`config.mk`:
```
export PLATFORM = sky130hd
export DESIGN_NAME = vga_pattern_gen
export DESIGN_NICKNAME = d
export VERILOG_FILES = /design/src/rtl/vga_pattern_pkg.sv /design/src/rtl/vga_timing.sv /design/src/rtl/vga_pattern_gen.sv
export SDC_FILE = /design/constraint.sdc
export NUM_CORES = 1
export LEC_CHECK = 0
export ABC_AREA = 1
export BUFFER_PORTS_ARGS = -buffer_cell sky130_fd_sc_hd__buf_2
export CAP_MARGIN = 40
export CORE_AREA = 8 8 98 109
export DETAILED_ROUTE_END_ITERATION = 7
export DIE_AREA = 0 0 106 117
export PLACE_DENSITY = 0.49
export REMOVE_ABC_BUFFERS = 1
export SLEW_MARGIN = 5
export SYNTH_ARGS = -nofsm -noshare
export SYNTH_HDL_FRONTEND = slang
export SYNTH_SLANG_ARGS = --single-unit
```
`constraint.sdc`:
```
create_clock -name clk -period 1.9 [get_ports clk]
set_input_delay 0.285 -clock clk [delete_from_list [all_inputs] [get_ports clk]]
set_output_delay 0.285 -clock clk [all_outputs]
set_load 0.01 [all_outputs]
```
`src/rtl/vga_pattern_pkg.sv`:
```
// Shared definitions for the VGA pattern generator.
// Contains the mode encodings, the 3:3:2 RGB field widths and the line/frame total helpers.
package vga_pattern_pkg;

  typedef enum logic [1:0] {
    MODE_SOLID = 2'd0,
    MODE_BARS  = 2'd1,
    MODE_CHECK = 2'd2,
    MODE_GRAD  = 2'd3
  } mode_t;

  localparam int R_W = 3;
  localparam int G_W = 3;
  localparam int B_W = 2;

  function automatic int h_total(input int display, input int front, input int sync, input int back);
    return display + front + sync + back;
  endfunction

  function automatic int v_total(input int display, input int front, input int sync, input int back);
    return display + front + sync + back;
  endfunction

endpackage

```
`src/rtl/vga_timing.sv`:
```
// VGA timing core: pixel-tick divider, x/y raster counters, raw sync and visible flags,
// and the end-of-frame strobe used to latch per-frame controls.
module vga_timing
  import vga_pattern_pkg::*;
#(
  parameter int H_DISPLAY = 640,
  parameter int H_FRONT   = 16,
  parameter int H_SYNC    = 96,
  parameter int H_BACK    = 48,
  parameter int V_DISPLAY = 480,
  parameter int V_FRONT   = 10,
  parameter int V_SYNC    = 2,
  parameter int V_BACK    = 33,
  parameter int CLK_DIV   = 2,
  parameter int XW        = $clog2(h_total(H_DISPLAY, H_FRONT, H_SYNC, H_BACK)),
  parameter int YW        = $clog2(v_total(V_DISPLAY, V_FRONT, V_SYNC, V_BACK))
) (
  input  logic          clk,
  input  logic          reset,
  output logic          tick,
  output logic [XW-1:0] x,
  output logic [YW-1:0] y,
  output logic          hsync_n,
  output logic          vsync_n,
  output logic          visible,
  output logic          frame_end,
  output logic          frame_first
);

  localparam int H_TOTAL = h_total(H_DISPLAY, H_FRONT, H_SYNC, H_BACK);
  localparam int V_TOTAL = v_total(V_DISPLAY, V_FRONT, V_SYNC, V_BACK);
  localparam int DW      = (CLK_DIV > 1) ? $clog2(CLK_DIV) : 1;

  logic [DW-1:0] div;
  logic          x_last;
  logic          y_last;

  // With CLK_DIV=1 the divider sits at zero and the tick is permanently high.
  assign tick   = (div == DW'(CLK_DIV - 1));
  assign x_last = (x == XW'(H_TOTAL - 1));
  assign y_last = (y == YW'(V_TOTAL - 1));

  always_ff @(posedge clk or posedge reset) begin
    if (reset) begin
      div <= '0;
    end else if (tick) begin
      div <= '0;
    end else begin
      div <= div + 1'b1;
    end
  end

  always_ff @(posedge clk or posedge reset) begin
    if (reset) begin
      x <= '0;
      y <= '0;
    end else if (tick) begin
      if (x_last) begin
        x <= '0;
        y <= y_last ? '0 : y + 1'b1;
      end else begin
        x <= x + 1'b1;
      end
    end
  end

  assign hsync_n     = !((x >= XW'(H_DISPLAY + H_FRONT)) && (x < XW'(H_DISPLAY + H_FRONT + H_SYNC)));
  assign vsync_n     = !((y >= YW'(V_DISPLAY + V_FRONT)) && (y < YW'(V_DISPLAY + V_FRONT + V_SYNC)));
  assign visible     = (x < XW'(H_DISPLAY)) && (y < YW'(V_DISPLAY));
  assign frame_end   = tick && x_last && y_last;
  assign frame_first = (x == '0) && (y == '0);

endmodule

```
`src/rtl/vga_pattern_gen.sv`:
```
// VGA test-pattern source with frame-latched mode/colour and registered, sync-aligned outputs.
// Define VGA_PATTERN_BORDER_EN to force a white one-pixel border around the visible area.
module vga_pattern_gen
  import vga_pattern_pkg::*;
#(
  parameter int H_DISPLAY  = 640,
  parameter int H_FRONT    = 16,
  parameter int H_SYNC     = 96,
  parameter int H_BACK     = 48,
  parameter int V_DISPLAY  = 480,
  parameter int V_FRONT    = 10,
  parameter int V_SYNC     = 2,
  parameter int V_BACK     = 33,
  parameter int CLK_DIV    = 2,
  parameter int CHECK_LOG2 = 5,
  parameter int GRAD_SHIFT = 2
) (
  input  logic       clk,
  input  logic       reset,
  input  logic [7:0] sw,
  input  logic [1:0] mode,
  output logic       hsync,
  output logic       vsync,
  output logic [7:0] rgb,
  output logic       frame_start
);

  localparam int XW    = $clog2(h_total(H_DISPLAY, H_FRONT, H_SYNC, H_BACK));
  localparam int YW    = $clog2(v_total(V_DISPLAY, V_FRONT, V_SYNC, V_BACK));
  localparam int BAR_W = (H_DISPLAY >= 8) ? H_DISPLAY / 8 : 1;

  logic          tick;
  logic [XW-1:0] x;
  logic [YW-1:0] y;
  logic          hsync_n;
  logic          vsync_n;
  logic          visible;
  logic          frame_end;
  logic          frame_first;
  mode_t         shadow_mode;
  logic [7:0]    shadow_sw;
  logic [XW-1:0] bar_full;
  logic [2:0]    bar_k;
  logic          check_odd;
  logic [7:0]    pixel;

  vga_timing #(
    .H_DISPLAY (H_DISPLAY),
    .H_FRONT   (H_FRONT),
    .H_SYNC    (H_SYNC),
    .H_BACK    (H_BACK),
    .V_DISPLAY (V_DISPLAY),
    .V_FRONT   (V_FRONT),
    .V_SYNC    (V_SYNC),
    .V_BACK    (V_BACK),
    .CLK_DIV   (CLK_DIV),
    .XW        (XW),
    .YW        (YW)
  ) u_timing (
    .clk         (clk),
    .reset       (reset),
    .tick        (tick),
    .x           (x),
    .y           (y),
    .hsync_n     (hsync_n),
    .vsync_n     (vsync_n),
    .visible     (visible),
    .frame_end   (frame_end),
    .frame_first (frame_first)
  );

  always_ff @(posedge clk or posedge reset) begin
    if (reset) begin
      shadow_mode <= MODE_SOLID;
      shadow_sw   <= '0;
    end else if (frame_end) begin
      shadow_mode <= mode_t'(mode);
      shadow_sw   <= sw;
    end
  end

  // Bar code counts down from 7 so the leftmost bar is white and the rightmost black.
  always_comb begin
    bar_full  = x / XW'(BAR_W);
    bar_k     = (bar_full > XW'(7)) ? 3'd0 : 3'd7 - bar_full[2:0];
    check_odd = 1'((x >> CHECK_LOG2) ^ XW'(y >> CHECK_LOG2));
    pixel     = shadow_sw;
    case (shadow_mode)
      MODE_SOLID: pixel = shadow_sw;
      MODE_BARS:  pixel = {{R_W{bar_k[2]}}, {G_W{bar_k[1]}}, {B_W{bar_k[0]}}};
      MODE_CHECK: pixel = check_odd ? ~shadow_sw : shadow_sw;
      MODE_GRAD:  pixel = x[7+GRAD_SHIFT:GRAD_SHIFT];
      default:    pixel = shadow_sw;
    endcase
`ifdef VGA_PATTERN_BORDER_EN
    if ((x == '0) || (x == XW'(H_DISPLAY - 1)) || (y == '0) || (y == YW'(V_DISPLAY - 1))) begin
      pixel = 8'hFF;
    end
`endif
  end

  always_ff @(posedge clk or posedge reset) begin
    if (reset) begin
      hsync       <= 1'b1;
      vsync       <= 1'b1;
      rgb         <= '0;
      frame_start <= 1'b0;
    end else begin
      frame_start <= tick && frame_first;
      if (tick) begin
        hsync <= hsync_n;
        vsync <= vsync_n;
        rgb   <= visible ? pixel : 8'h00;
      end
    end
  end

endmodule

```
==> Yosys cells after proc, flatten, opt, wreduce, memory -nomap -nowiden <==
Index checks and enable logic that the tools add are counted.
Widths: inputs -> output; s select.
{ "word_totals": {"wordCells": 48, "latchBits": 0, "ramBits": 0, "memories": 0, "out_inout_bits": 11, "rom_bits": 0, "inputBits": 12, "ff_bits": 42} }
{ "classes": {"multipliers": 0, "reduce_logical": 13, "add_sub_neg": 4, "muxes": 7, "order_cmp": 7, "n_div": 1, "bitwise": 2, "eq_ne": 5, "n_shift": 0} }
{ "op_table": {"columns": ["operator", "count"], "rows": [
  ["$pmux 8 s4", 1],
  ["$add 10x1->10 const B", 2],
  ["$eq 10x10->1 const B", 2],
  ["$logic_not 10->1", 2],
  ["$lt 10x10->1 const B", 2],
  ["$lt 10x9->1 const B", 2],
  ["$mux 10", 2],
  ["$mux 8", 2],
  ["$div 10x7->10 const B", 1],
  ["$ge 10x10->1 const B", 1],
  ["$ge 10x9->1 const B", 1],
  ["$gt 10x3->1 const B", 1],
  ["$not 8->8", 1],
  ["$logic_and 1x1->1", 7],
  ["$eq 2x2->1 const B", 2],
  ["$mux 3", 1],
  ["$sub 3x3->3 const A", 1],
  ["$eq 2x1->1 const B", 1],
  ["$logic_not 1->1", 2],
  ["$logic_not 2->1", 1],
  ["$reduce_and 2->1", 1],
  ["$add 1x1->1 const B", 1],
  ["$mux 1", 1],
  ["$xor 1x1->1", 1]
]} }

==> Logic depth before layout (Yosys ltp) <==
{ "depth": {"depth_word": 5, "mapped_depth": 13, "mapped_depth_nobuf": 12} }

==> By module <==
From an unflattened synthesis, not the netlist that was laid out.
{ "hier_totals": {"cells_unflattened": 351, "area_unflattened_um2": 2632.5} }
{ "modules_own_cells": {"columns": ["mod", "seq_area_each_um2", "instances", "area_each_um2", "cells_each"], "rows": [
  ["vga_timing", 525.5, 1, 1362.6, 174],
  ["vga_pattern_gen", 528.0, 1, 1270.0, 177]
]} }

==> Worst setup path before layout <==
No wires, ideal clock.
{ "synth_path": {"path_type": "register to register", "start": "register u_timing.x[0]", "end": "register shadow_mode[1]", "path_stages_with_launch": 10, "slack_ns": 0.463, "required_time_ns": 1.775, "arrival_time_ns": 1.312, "setup_time_ns": 0.125, "path_cell_list": "dfrtp_1 -> ha_1 -> nand2_1 -> nor2_2 -> nand4_4 -> nor2_4 -> nand3b_4 -> buf_6 -> nor2_2 -> a21oi_2"} }
{ "synth_via": {"elab_chain_len": 3} }
{ "synth_lines": {"columns": ["element", "line", "rtl"], "rows": [
  ["from (decl)", "vga_timing.sv:21", "output logic [XW-1:0] x,"],
  ["from (signal assigned)", "vga_timing.sv:62", "x <= x + 1'b1;"],
  ["$eq 10x10->1", "vga_timing.sv:40", "assign x_last = (x == XW'(H_TOTAL - 1));"],
  ["$logic_and 1x1->1 (2 in a row)", "vga_timing.sv:70", "assign frame_end = tick && x_last && y_last;"],
  ["to (signal assigned)", "vga_pattern_gen.sv:77", "shadow_mode <= mode_t'(mode);"],
  ["to (decl)", "vga_pattern_gen.sv:40", "mode_t shadow_mode;"]
]} }
No other way between the ends.
A chain may end at the register's enable or synchronous reset.

==> Worst setup path after layout <==
{ "layout_path": {"start": "register u_timing.x[1]", "end": "register u_timing.x[9]"} }
{ "layout_via": {"elab_chain_len": 2, "elab_cells_between_ends": 3, "cone_classes": "add/sub: 1; eq/ne: 1; mux: 1"} }
{ "layout_lines": {"columns": ["element", "line", "rtl"], "rows": [
  ["$add 10x1->10 / $eq 10x10->1 (equally long branches)", "vga_timing.sv:62, vga_timing.sv:40", null],
  ["$mux 10 (*)", "vga_timing.sv:58", "if (x_last) begin"]
]} }
Mark *: on every way between the ends. The rest lies on a longest branch, timed or not.

==> metrics <==
status=completed; CTS Buffer Depth=2; Slew HR=0.671; Synth cell types=28; mux cell area share after synthesis=0; CP top delay family=simple AND/OR/NAND/NOR gates; worst hold path type=primary input to flip-flop; sequential fraction of the synthesis area=0.404; commonest non-fill, non-tap cell in the layout=nand2_1; Worst EP required=2.07 ns; Leakage=0.00146 µW; Resize count post-CTS=0; area grow syn2layout=13.6%; most frequent cells in the layout=nand2_1 (94), dfrtp_1 (40), inv_1 (39); starting density of the core=0.289; row count=37; worst path cell trace=ha_1, nand2_1, nor2_2, nand4_4, nor2_4, buf_4, inv_2, o21ai_1, a21oi_1; Setup-failing EPs final=0; r2r worst-path depth=9; Adder-Cell Fraction of Synth Area=0.0192; # IOs=23; number of global-route vias before repair=2315; Post-DRT Antenna Nets=0; Final min period=1.76 ns; Crit Path Max Fanout=20; Data arrival, critical path=1.93 ns; share of cells above drive strength 1=0.203; via count=2296; DP HPWL=4940 µm; drt pass-1 iters=4; Die W=106 µm; post-synthesis cell count=354; clock sink count=42; Setup Crit Path Kind=flip-flop to flip-flop; fin crit share=0.928; PortBufs=22; Stages on worst setup path=9; pre-CTS setup slack=0.136 ns; Synth Area in Compound Gates=0.134; clock-pin slew on the worst setup and hold paths=0.09 ns; clock tree root driver cell=clkbuf_8; vias per cell=4.58; critical path launch point type=flip-flop; Worst VDD drop=0.266 mV; global-route wire length before repair=11100 µm; hold path depth=3; WL final=6620 µm; WL per Instance=13.2 µm; CP peak stage delay=0.39 ns; pwr dens=560 nW/µm²; post-route setup slack=0.137 ns; Crit-path slowest cell=dfrtp_1; Setup Buffers After CTS=0; latest clock arrival within the worst-skew pair=0.30 ns; combinational family with the most area after synthesis=simple AND/OR/NAND/NOR gates; Cell Area, Synth=2610 µm²; Final Hold Vio Count=0; Die Y=117 µm; Syn Area/Cell=7.36 µm²; core region area=9030 µm²; endpoint type of the worst setup path=flip-flop; layout net count=399; detailed-route DRC error count=0; RSZ-0062 raised after global routing=yes; Critical path buffers and inverters=2; fmax=567 MHz; Simple-Gate Fraction of Synth Area=0.318; CTS tree=built; Post-Synth XOR/XNOR Area=0.0235; Slew Limit Fails=0; Ant. Diodes=0; synthesized flop and latch total=42; largest net degree at the start of global routing=22; Initial DRC Count=102; TritonCTS buffer count=5; htree depth=2; initial antenna violation count=0; FILL cells=988; total global-route track usage=0.110; GPL Wtd Cong=0.875; Worst Max-Slew Pin Slew=0.491 ns; total grt overflow=0; total die area=12400 µm²; Max Cap Viol=0; Setup Skew=0.0174 ns; Fin Hold WS=0.221 ns; Ys Warns=0
## power breakdown
part / internal, µW / total, µW / switching [µW] / leakage [µW]
logic: 49.8 / 133 / 82.7 / 0.000895
clock network: 260 / 591 / 331 / 0.0000452
registers: 920 / 936 / 16.1 / 0.000522
total: 1230 / 1660 / 430 / 0.00146
## path summary, 6_finish.rpt
check	startpoint	to	slack, ns
hold / removal	sw[3]	shadow_sw[3]$_DFFE_PP0P_	0.22
setup / recovery	u_timing.x[1]$_DFFE_PP0P_	u_timing.x[9]$_DFFE_PP0P_	0.14
setup reg to reg	u_timing.x[1]$_DFFE_PP0P_	u_timing.x[9]$_DFFE_PP0P_	0.14
hold reg to reg	rgb[5]$_DFFE_PP0P_	rgb[5]$_DFFE_PP0P_	0.48
max in group asynchronous	reset	hsync$_DFFE_PP1P_	0.78
min in group asynchronous	reset	frame_start$_DFF_PP0_	0.48
## registers in the layout (all words and copies together), names as in the netlist
name           flops
vsync              1
u_timing.tick      1
shadow_sw          8
u_timing.y        10
hsync              1
rgb                8
shadow_mode        2
u_timing.x        10
frame_start        1
## per-layer routing
metal  part of all wire  global-route usage
met5                  0                   0
met4              0.014              0.0376
met3              0.048              0.0246
met2               0.49               0.191
met1               0.45               0.132
## worst reg2reg max path: cells and delay by family (launching register included)
family	cells	cell delay, ns
AO/OA/AOI/OAI	2	0.20
adder cells (fa/ha/maj)	1	0.21
buffers and inverters	2	0.35
flip-flops	1	0.39
AND/OR/NAND/NOR	4	0.50
## stage by stage
| stage | power, µW | cells | setup TNS (ns) | instance area (µm²) | util |
|---|---|---|---|---|---|
| 6_report | 1660 | 501 | 0 | 2960 | 0.328 |
| 5_1_grt | 1740 | 501 | -0.105 | 2960 | 0.328 |
| 4_1_cts | 1690 | 500 | 0 | 2950 | 0.327 |
| 3_5_place_dp | 1090 | 491 | 0 | 2850 | 0.316 |
| 3_3_place_gp | 1080 | 491 | 0 | 2850 | 0.316 |
| 2_1_floorplan | 1030 | 342 | 0 | 2520 | - |
## kinds of logic (layout without fill, tap and decap cells)
logic type	count (synthesis)	count (layout)
fa+ha+maj	4	4
compound gates	62	62
buf+inv	60	89
simple gates	179	180
flops	42	42
xor+xnor	7	7
## synthesized netlist by cell type
cell / count / share of area
xor2_1: 7 / 0.024
nor3_1: 7 / 0.013
nor2_1: 27 / 0.039
buf_2: 4 / 0.0077
nand2_1: 94 / 0.14
dfstp_2: 2 / 0.020
buf_4: 3 / 0.0086
clkbuf_1: 2 / 0.0029
nand3_1: 24 / 0.046
nand4_4: 1 / 0.0082
nand3b_4: 1 / 0.0077
inv_1: 40 / 0.058
nor3_4: 1 / 0.0062
nor2_4: 2 / 0.0086
o21ai_0: 33 / 0.063
a21oi_1: 16 / 0.031
nor2_2: 12 / 0.029
a21oi_2: 10 / 0.034
buf_6: 3 / 0.013
nor4_1: 1 / 0.0024
a31oi_1: 1 / 0.0024
ha_1: 4 / 0.019
o21ai_1: 2 / 0.0038
nand4_1: 7 / 0.017
nand2_2: 1 / 0.0024
dfrtp_1: 40 / 0.38
inv_2: 8 / 0.012
nand3b_1: 1 / 0.0029
## area by class of cell
cell class                 count  area [µm²]  share of cell area
multi-input combinational    253        1300               0.439
sequential                    42        1050               0.356
timing repair buffer          33         195              0.0659
inverter                      48         180              0.0608
tap                          117         146              0.0494
clock buffer                   6        72.6              0.0245
clock inverter                 2        13.8             0.00465
## timing repair
action / CTS / global route
endpoints found under the setup margin: 0 / 1
hold endpoints to repair: 11 / 0
hold buffers: 1 / 0
(Power assumes the default switching activity.)
